### src/rtl/payload_pkg.sv
// Shared types for the payload frame buffer.
// PAYLOAD_CHKSUM_EN adds the 8-bit byte checksum to the descriptor.
package payload_pkg;

  localparam int AXIS_DATA_W = 256;
  localparam int AXIS_KEEP_W = 32;

  typedef enum logic [1:0] {
    IDLE,
    RECV,
    DROP
  } wr_state_e;

`ifdef PAYLOAD_CHKSUM_EN
  typedef struct packed {
    logic [15:0] len;
    logic [7:0]  chksum;
  } payload_desc_t;
`else
  typedef struct packed {
    logic [15:0] len;
  } payload_desc_t;
`endif

  typedef struct packed {
    logic [AXIS_DATA_W-1:0] data;
    logic [AXIS_KEEP_W-1:0] keep;
    logic                   last;
  } payload_beat_t;

  function automatic logic [5:0] keep_count(
    input logic [AXIS_KEEP_W-1:0] keep
  );
    logic [5:0] n;
    n = '0;
    for (int i = 0; i < AXIS_KEEP_W; i++)
      n += 6'(keep[i]);
    return n;
  endfunction

  function automatic logic [7:0] byte_sum(
    input logic [AXIS_DATA_W-1:0] data,
    input logic [AXIS_KEEP_W-1:0] keep
  );
    logic [7:0] s;
    s = '0;
    for (int i = 0; i < AXIS_KEEP_W; i++)
      if (keep[i]) s += data[8*i +: 8];
    return s;
  endfunction

endpackage

### src/rtl/payload_desc_fifo.sv
// Synchronous descriptor FIFO, one entry per committed packet.
// Head entry is visible combinationally on dout.
module payload_desc_fifo
  import payload_pkg::*;
#(
  parameter int DEPTH = 16
) (
  input  logic          clk,
  input  logic          resetn,
  input  logic          push,
  input  payload_desc_t din,
  input  logic          pop,
  output payload_desc_t dout,
  output logic          full,
  output logic          empty,
  output logic          empty_nxt
);

  localparam int AW = $clog2(DEPTH);

  payload_desc_t mem [DEPTH];

  logic [AW:0] wp;
  logic [AW:0] rp;
  logic [AW:0] wp_n;
  logic [AW:0] rp_n;
  logic        do_push;
  logic        do_pop;

  assign full  = (wp[AW] != rp[AW]) &&
                 (wp[AW-1:0] == rp[AW-1:0]);
  assign empty = (wp == rp);

  assign do_push = push && !full;
  assign do_pop  = pop && !empty;

  assign wp_n = wp + {{AW{1'b0}}, do_push};
  assign rp_n = rp + {{AW{1'b0}}, do_pop};

  assign empty_nxt = (wp_n == rp_n);
  assign dout      = mem[rp[AW-1:0]];

  always_ff @(posedge clk or negedge resetn) begin
    if (!resetn) begin
      wp <= '0;
      rp <= '0;
    end else begin
      wp <= wp_n;
      rp <= rp_n;
    end
  end

  always_ff @(posedge clk) begin
    if (do_push) mem[wp[AW-1:0]] <= din;
  end

endmodule

### src/rtl/payload_frame_buffer.sv
// Store-and-forward AXI-Stream packet buffer with length descriptor.
// PAYLOAD_CHKSUM_EN builds the byte checksum; otherwise m_chksum is 0.
module payload_frame_buffer
  import payload_pkg::*;
#(
  parameter int DEPTH = 16
) (
  input  logic                   clk,
  input  logic                   resetn,
  input  logic                   s_tvalid,
  output logic                   s_tready,
  input  logic [AXIS_DATA_W-1:0] s_tdata,
  input  logic [AXIS_KEEP_W-1:0] s_tkeep,
  input  logic                   s_tlast,
  output logic                   m_tvalid,
  input  logic                   m_tready,
  output logic [AXIS_DATA_W-1:0] m_tdata,
  output logic [AXIS_KEEP_W-1:0] m_tkeep,
  output logic                   m_tlast,
  output logic [15:0]            m_len,
  output logic [7:0]             m_chksum,
  output logic [15:0]            drop_cnt
);

  localparam int AW = $clog2(DEPTH);
  localparam logic [AW:0] FULL_LVL = (AW+1)'(DEPTH);

  payload_beat_t mem [DEPTH];
  payload_beat_t rd_beat;

  wr_state_e     state;
  wr_state_e     state_n;
  logic [AW:0]   wr_ptr;
  logic [AW:0]   wr_ptr_n;
  logic [AW:0]   commit_ptr;
  logic [AW:0]   commit_ptr_n;
  logic [AW:0]   rd_ptr;
  logic [AW:0]   rd_ptr_n;
  logic [15:0]   len_acc;
  logic [15:0]   len_beat;
  logic [15:0]   drop_q;
  logic [15:0]   drop_n;
  logic          rdy_q;
  logic          rdy_n;

  logic          s_hs;
  logic          m_hs;
  logic          full;
  logic          wr_en;
  logic          push_req;
  logic          acc_clr;
  logic          acc_load;

  payload_desc_t desc_in;
  payload_desc_t desc_head;
  logic          desc_full;
  logic          desc_empty;
  logic          desc_empty_nxt;

  assign s_hs = s_tvalid && rdy_q;
  assign m_hs = m_tvalid && m_tready;
  assign full = (wr_ptr - rd_ptr) == FULL_LVL;

  assign len_beat = len_acc +
                    {10'b0, keep_count(s_tkeep)};

  // The accumulators include the current beat so that
  // a packet ending on this beat gets a complete descriptor.
  always_comb begin
    state_n      = state;
    wr_ptr_n     = wr_ptr;
    commit_ptr_n = commit_ptr;
    drop_n       = drop_q;
    wr_en        = 1'b0;
    push_req     = 1'b0;
    acc_clr      = 1'b0;
    acc_load     = 1'b0;
    unique case (state)
      IDLE, RECV: begin
        if (s_hs && full) begin
          acc_clr = 1'b1;
          if (s_tlast) begin
            wr_ptr_n = commit_ptr;
            drop_n   = (drop_q == 16'hFFFF) ?
                       drop_q : drop_q + 16'd1;
            state_n  = IDLE;
          end else begin
            state_n = DROP;
          end
        end else if (s_hs) begin
          wr_en    = 1'b1;
          wr_ptr_n = wr_ptr + 1'b1;
          if (s_tlast) begin
            commit_ptr_n = wr_ptr + 1'b1;
            push_req     = 1'b1;
            acc_clr      = 1'b1;
            state_n      = IDLE;
          end else begin
            acc_load = 1'b1;
            state_n  = RECV;
          end
        end
      end
      DROP: begin
        if (s_hs && s_tlast) begin
          wr_ptr_n = commit_ptr;
          drop_n   = (drop_q == 16'hFFFF) ?
                     drop_q : drop_q + 16'd1;
          state_n  = IDLE;
        end
      end
      default: state_n = IDLE;
    endcase
  end

  assign rd_ptr_n = rd_ptr + {{AW{1'b0}}, m_hs};

  // Backpressure only while committed packets still occupy
  // a full RAM; a full RAM with nothing committed is oversize.
  assign rdy_n = (state_n == DROP) ||
                 !(((wr_ptr_n - rd_ptr_n) == FULL_LVL) &&
                   !desc_empty_nxt);

  always_ff @(posedge clk or negedge resetn) begin
    if (!resetn) begin
      state      <= IDLE;
      wr_ptr     <= '0;
      commit_ptr <= '0;
      rd_ptr     <= '0;
      len_acc    <= '0;
      drop_q     <= '0;
      rdy_q      <= 1'b1;
    end else begin
      state      <= state_n;
      wr_ptr     <= wr_ptr_n;
      commit_ptr <= commit_ptr_n;
      rd_ptr     <= rd_ptr_n;
      drop_q     <= drop_n;
      rdy_q      <= rdy_n;
      if (acc_clr)
        len_acc <= '0;
      else if (acc_load)
        len_acc <= len_beat;
    end
  end

`ifdef PAYLOAD_CHKSUM_EN
  logic [7:0] sum_acc;
  logic [7:0] sum_beat;

  assign sum_beat = sum_acc + byte_sum(s_tdata, s_tkeep);

  always_ff @(posedge clk or negedge resetn) begin
    if (!resetn)
      sum_acc <= '0;
    else if (acc_clr)
      sum_acc <= '0;
    else if (acc_load)
      sum_acc <= sum_beat;
  end

  assign desc_in.len    = len_beat;
  assign desc_in.chksum = sum_beat;
`else
  assign desc_in.len = len_beat;
`endif

  always_ff @(posedge clk) begin
    if (wr_en) begin
      mem[wr_ptr[AW-1:0]].data <= s_tdata;
      mem[wr_ptr[AW-1:0]].keep <= s_tkeep;
      mem[wr_ptr[AW-1:0]].last <= s_tlast;
    end
  end

  payload_desc_fifo #(
    .DEPTH(DEPTH)
  ) u_desc_fifo (
    .clk      (clk),
    .resetn   (resetn),
    .push     (push_req && !desc_full),
    .din      (desc_in),
    .pop      (m_hs && rd_beat.last),
    .dout     (desc_head),
    .full     (desc_full),
    .empty    (desc_empty),
    .empty_nxt(desc_empty_nxt)
  );

  assign rd_beat  = mem[rd_ptr[AW-1:0]];
  assign s_tready = rdy_q;
  assign drop_cnt = drop_q;

  // Outputs are forced to zero when idle so stale RAM and
  // FIFO contents never appear after reset.
  assign m_tvalid = !desc_empty;
  assign m_tdata  = m_tvalid ? rd_beat.data : '0;
  assign m_tkeep  = m_tvalid ? rd_beat.keep : '0;
  assign m_tlast  = m_tvalid && rd_beat.last;
  assign m_len    = m_tvalid ? desc_head.len : '0;
`ifdef PAYLOAD_CHKSUM_EN
  assign m_chksum = m_tvalid ? desc_head.chksum : '0;
`else
  assign m_chksum = 8'h00;
`endif

endmodule

### config.mk
export PLATFORM = sky130hd
export DESIGN_NAME = payload_frame_buffer
export DESIGN_NICKNAME = d
export VERILOG_FILES = /design/src/rtl/payload_pkg.sv /design/src/rtl/payload_desc_fifo.sv /design/src/rtl/payload_frame_buffer.sv
export SDC_FILE = /design/constraint.sdc
export NUM_CORES = 2
export LEC_CHECK = 0
export BUFFER_PORTS_ARGS = -buffer_cell sky130_fd_sc_hd__buf_2
export CORE_MARGIN = 3
export CORE_UTILIZATION = 55
export CTS_BUF_LIST = sky130_fd_sc_hd__clkbuf_2 sky130_fd_sc_hd__clkbuf_4 sky130_fd_sc_hd__clkbuf_8
export CTS_CLUSTER_SIZE = 28
export DETAILED_ROUTE_END_ITERATION = 12
export GPL_TIMING_DRIVEN = 0
export PLACE_DENSITY = 0.76
export SETUP_SLACK_MARGIN = 0.3
export SLEW_MARGIN = 20
export SYNTH_ARGS = -nofsm -noshare
export SYNTH_HDL_FRONTEND = slang
export SYNTH_HIERARCHICAL = 1
export SYNTH_MEMORY_MAX_BITS = 65536
export SYNTH_SLANG_ARGS = --single-unit
### constraint.sdc
create_clock -name clk -period 40.4 [get_ports clk]
set_input_delay 4.04 -clock clk [delete_from_list [all_inputs] [get_ports clk]]
set_output_delay 4.04 -clock clk [all_outputs]
set_load 0.02 [all_outputs]
==> impl_metrics.csv <==
group,metric,value,unit
worst_setup_path,cp_num_buf_inv,5,
global_route,grt_usage,27.7,%
yosys,synth_ff_type,"edfxtp_1",
worst_setup_path,critical_path.top_delay_family,"buffers and inverters",
worst_setup_path,crit_path_max_incr_delay,830,ps
clock_tree,clk_pin_slew,60,ps
placed_design,postPlaceCellArea,204000,µm²
detailed_routing,vias_per_cell,6.32,
clock_tree,holdBufCountCts,0,
worst_setup_path,cp_slowest_cell,"buf_1",
timing,worst_pin_slew,1090,ps
floorplanning,coreArea,341000,µm²
timing,timing.final.crit_share,23.1,%
yosys,ys_ff_latch,4940,
yosys,netlist_area,189000,µm²
timing,rsz0062_at_grt,"false",
finish,final_cell_mix,"edfxtp_1, mux4_2, buf_2",
global_route,grt_max_degree,61,
yosys,syn_inst,7644,
floorplanning,pin_count,624,
detailed_routing,wl_per_cell,32.7,µm
finish,final_area,219000,µm²
run,maxCapViolations,0,
detailed_routing,vias,93949,
power_and_ir_drop,p_int,0.0110,W
detailed_routing,remaining_drc_errors,0,
finish,area_delta_synth_final,15.6,%
worst_setup_path,critical_path_depth,8,
hold_path,holdCritPathClass,"reg -> reg",
power_and_ir_drop,pwr-share-comb,37.1,%
placed_design,io_buffers,615,
power_and_ir_drop,pwr-share-seq,38.8,%
global_route,grt_pass1_vias,96101,
yosys,ys_seq_area_share,78.1,%
timing,drv_slew,0,
hold_path,hold_depth,1,
clock_tree,cts-root-buf,"clkbuf_8",
timing,relSlewSlack,27.2,%
detailed_routing,ant_nets,0,
yosys,synth_edf_count,4880,
floorplanning,die_h,593,µm
power_and_ir_drop,pwr-share-clk,24.1,%
clock_tree,htree_levels,6,
floorplanning,row_count,214,
detailed_routing,first_iter_violations,13266,
global_route,antenna_found_initial,177,
finish,layout.nets,9985,
clock_tree,cts_max_path_buffers,4,
worst_setup_path,crit_chain,"buf_2 -> buf_2 -> clkbuf_2 -> buf_1 -> mux4_2 -> mux4_2 -> and2_1 -> buf_2",
worst_setup_path,critical_path_class,"reg -> out",
detailed_routing,wirelength,486000,µm
timing,tns,0,ps
timing,fin_skew,77.5,ps
timing,fmax,0.107,GHz
finish,drive_gt1_share,40.7,%
worst_setup_path,cp.required,36360,ps
worst_setup_path,end_kind,"output port",
worst_setup_path,cp_max_fo,10,
power_and_ir_drop,p_total,0.0167,W
global_route,grt_pass1_wl,691000,µm
yosys,synth_cell_types,71,
floorplanning,start_util,55.5,%
timing,min_period,9320,ps
clock_tree,numCtsBuffers,754,
timing,hold_viol_final,0,
clock_tree,clk_latency,1300,ps
clock_tree,cts_tree,"built",
floorplanning,die_w,593,µm
run_status,status,"finished, final reports clean",
power_and_ir_drop,leakagePower,72.1,nW
power_and_ir_drop,vdd_drop_max,0.109,mV
worst_setup_path,worst_r2r_path_depth,22,
yosys,yosysWarnings,6,
power_and_ir_drop,switching_share,34.3,%
worst_setup_path,setup.worst_path.start_class,"flip-flop",
yosys,postSynthAreaPerCell,24.8,µm²
power_and_ir_drop,p_switching,0.00571,W
worst_setup_path,critPathMostFrequentCell,"buf_2",
clock_tree,cts_resized,0,
floorplanning,die_area,352000,µm²
power_and_ir_drop,pwr_density_cell,76.1,nW/µm²
worst_setup_path,arrival,5280,ps
yosys,synth-async-reset-ratio,1.21,%
placed_design,place_hpwl,317000,µm
global_route,overflow,0,
clock_tree,post_cts_buffers,0,
placed_design,gp_congestion,0.807,
timing,setup_viol,0,
finish,layout_commonest_cell,"edfxtp_1",
clock_tree,clock_sinks,4940,
detailed_routing,first_pass_iters,5,
## worst reg2reg max path, delay by kind of cell, from the launching register on
| kind | cells | cell delay [ps] |
|---|---|---|
| DFF | 1 | 570 |
| muxes | 1 | 360 |
| buffers and inverters | 16 | 4400 |
| adders and majority gates | 1 | 370 |
| and+or+nand+nor | 3 | 1220 |
| AOI/OAI and AO/OA | 1 | 250 |
## power groups by stage
stage / clock network, W / logic [W] / registers [W]
floorplan: 0 / 0.00377 / 0.00684
global placement: 0 / 0.00591 / 0.00729
detailed placement: 0 / 0.00622 / 0.00658
CTS: 0.00406 / 0.00624 / 0.00647
global route: 0.00428 / 0.00650 / 0.00650
finish: 0.00401 / 0.00619 / 0.00647
## Yosys cell counts (26+ instances only)
cell	n	area (µm²)
buf_4	46	345
ha_1	34	425
fa_1	26	521
xnor2_1	30	263
dfrtp_1	59	1480
clkbuf_1	213	800
edfxtp_1	4880	147000
inv_1	54	203
buf_1	30	113
mux4_2	1508	34000
nand2_1	44	165
buf_2	103	515
and2_1	294	1840
a22oi_1	32	240
## registers in the layout, summed over array words and instances (netlist names)
register	cells
u_desc_fifo/mem	256
u_desc_fifo/wp	5
len_acc	16
drop_cnt	16
u_desc_fifo/rp	5
commit_ptr	5
state	2
s_tready	1
mem	4624
rd_ptr	5
wr_ptr	5
## layer usage
layer	GRT usage [%]	share of wire [%]	vias to the layer above	wire (µm)
met5	0	0.10	-	504
met2	43.7	49	6324	237000
met3	7.00	12	1004	57000
met1	37.9	35	49330	172000
met4	10.9	4.1	76	19900
li1	-	-	37215	-
## layout make-up
cell class	instances	area [µm²]
tap	4536	5680
inverter	55	206
antenna	111	278
multi-input combinational	2248	39600
timing repair buffer	1225	8780
sequential	4940	148000
buffer	408	2000
fill	21401	122000
clock buffer	1004	12300
clock inverter	338	2270
## metrics by stage
| stage | cells | setup WS (ps) | hold slack [ps] | util, % |
|---|---|---|---|---|
| after floorplan | 7651 | 4520 | 455 | - |
| after global placement | 12802 | -36760 | 473 | 58.1 |
| after detailed placement | 13412 | 29680 | 486 | 59.8 |
| after CTS | 14754 | 30770 | 494 | 64.1 |
| after global routing | 14805 | 30870 | 516 | 64.1 |
| final | 14865 | 31080 | 493 | 64.2 |
## cells by family (layout without fill, tap and decap cells)
| logic type | Yosys count | count (layout) | share of synthesized area (%) |
|---|---|---|---|
| AOI/OAI and AO/OA | 115 | 115 | 0.427 |
| xor gates and xnor gates | 54 | 54 | 0.250 |
| adders and majority gates | 60 | 60 | 0.499 |
| buffers and inverters | 463 | 3030 | 1.14 |
| DFF | 4940 | 4940 | 78.1 |
| muxes | 1522 | 1522 | 18.0 |
| other | 1 | 119 | 0.00198 |
| and+or+nand+nor | 489 | 489 | 1.55 |
## worst paths after layout
check | startpoint | to | slack, ps
hold / removal | drop_cnt[8]$_DFFE_PN0P_ | drop_cnt[8]$_DFFE_PN0P_ | 490
max in group asynchronous | resetn | rd_ptr[4]$_DFF_PN0_ | 36920
min in group asynchronous | resetn | drop_cnt[2]$_DFFE_PN0P_ | 2900
setup / recovery | rd_ptr[1]$_DFF_PN0_ | m_tkeep[1] | 31080
setup reg to reg | rd_ptr[3]$_DFF_PN0_ | mem[1][171]$_DFFE_PP_ | 32940
hold reg to reg | drop_cnt[8]$_DFFE_PN0P_ | drop_cnt[8]$_DFFE_PN0P_ | 490
Power figures use the tool's default switching activity.
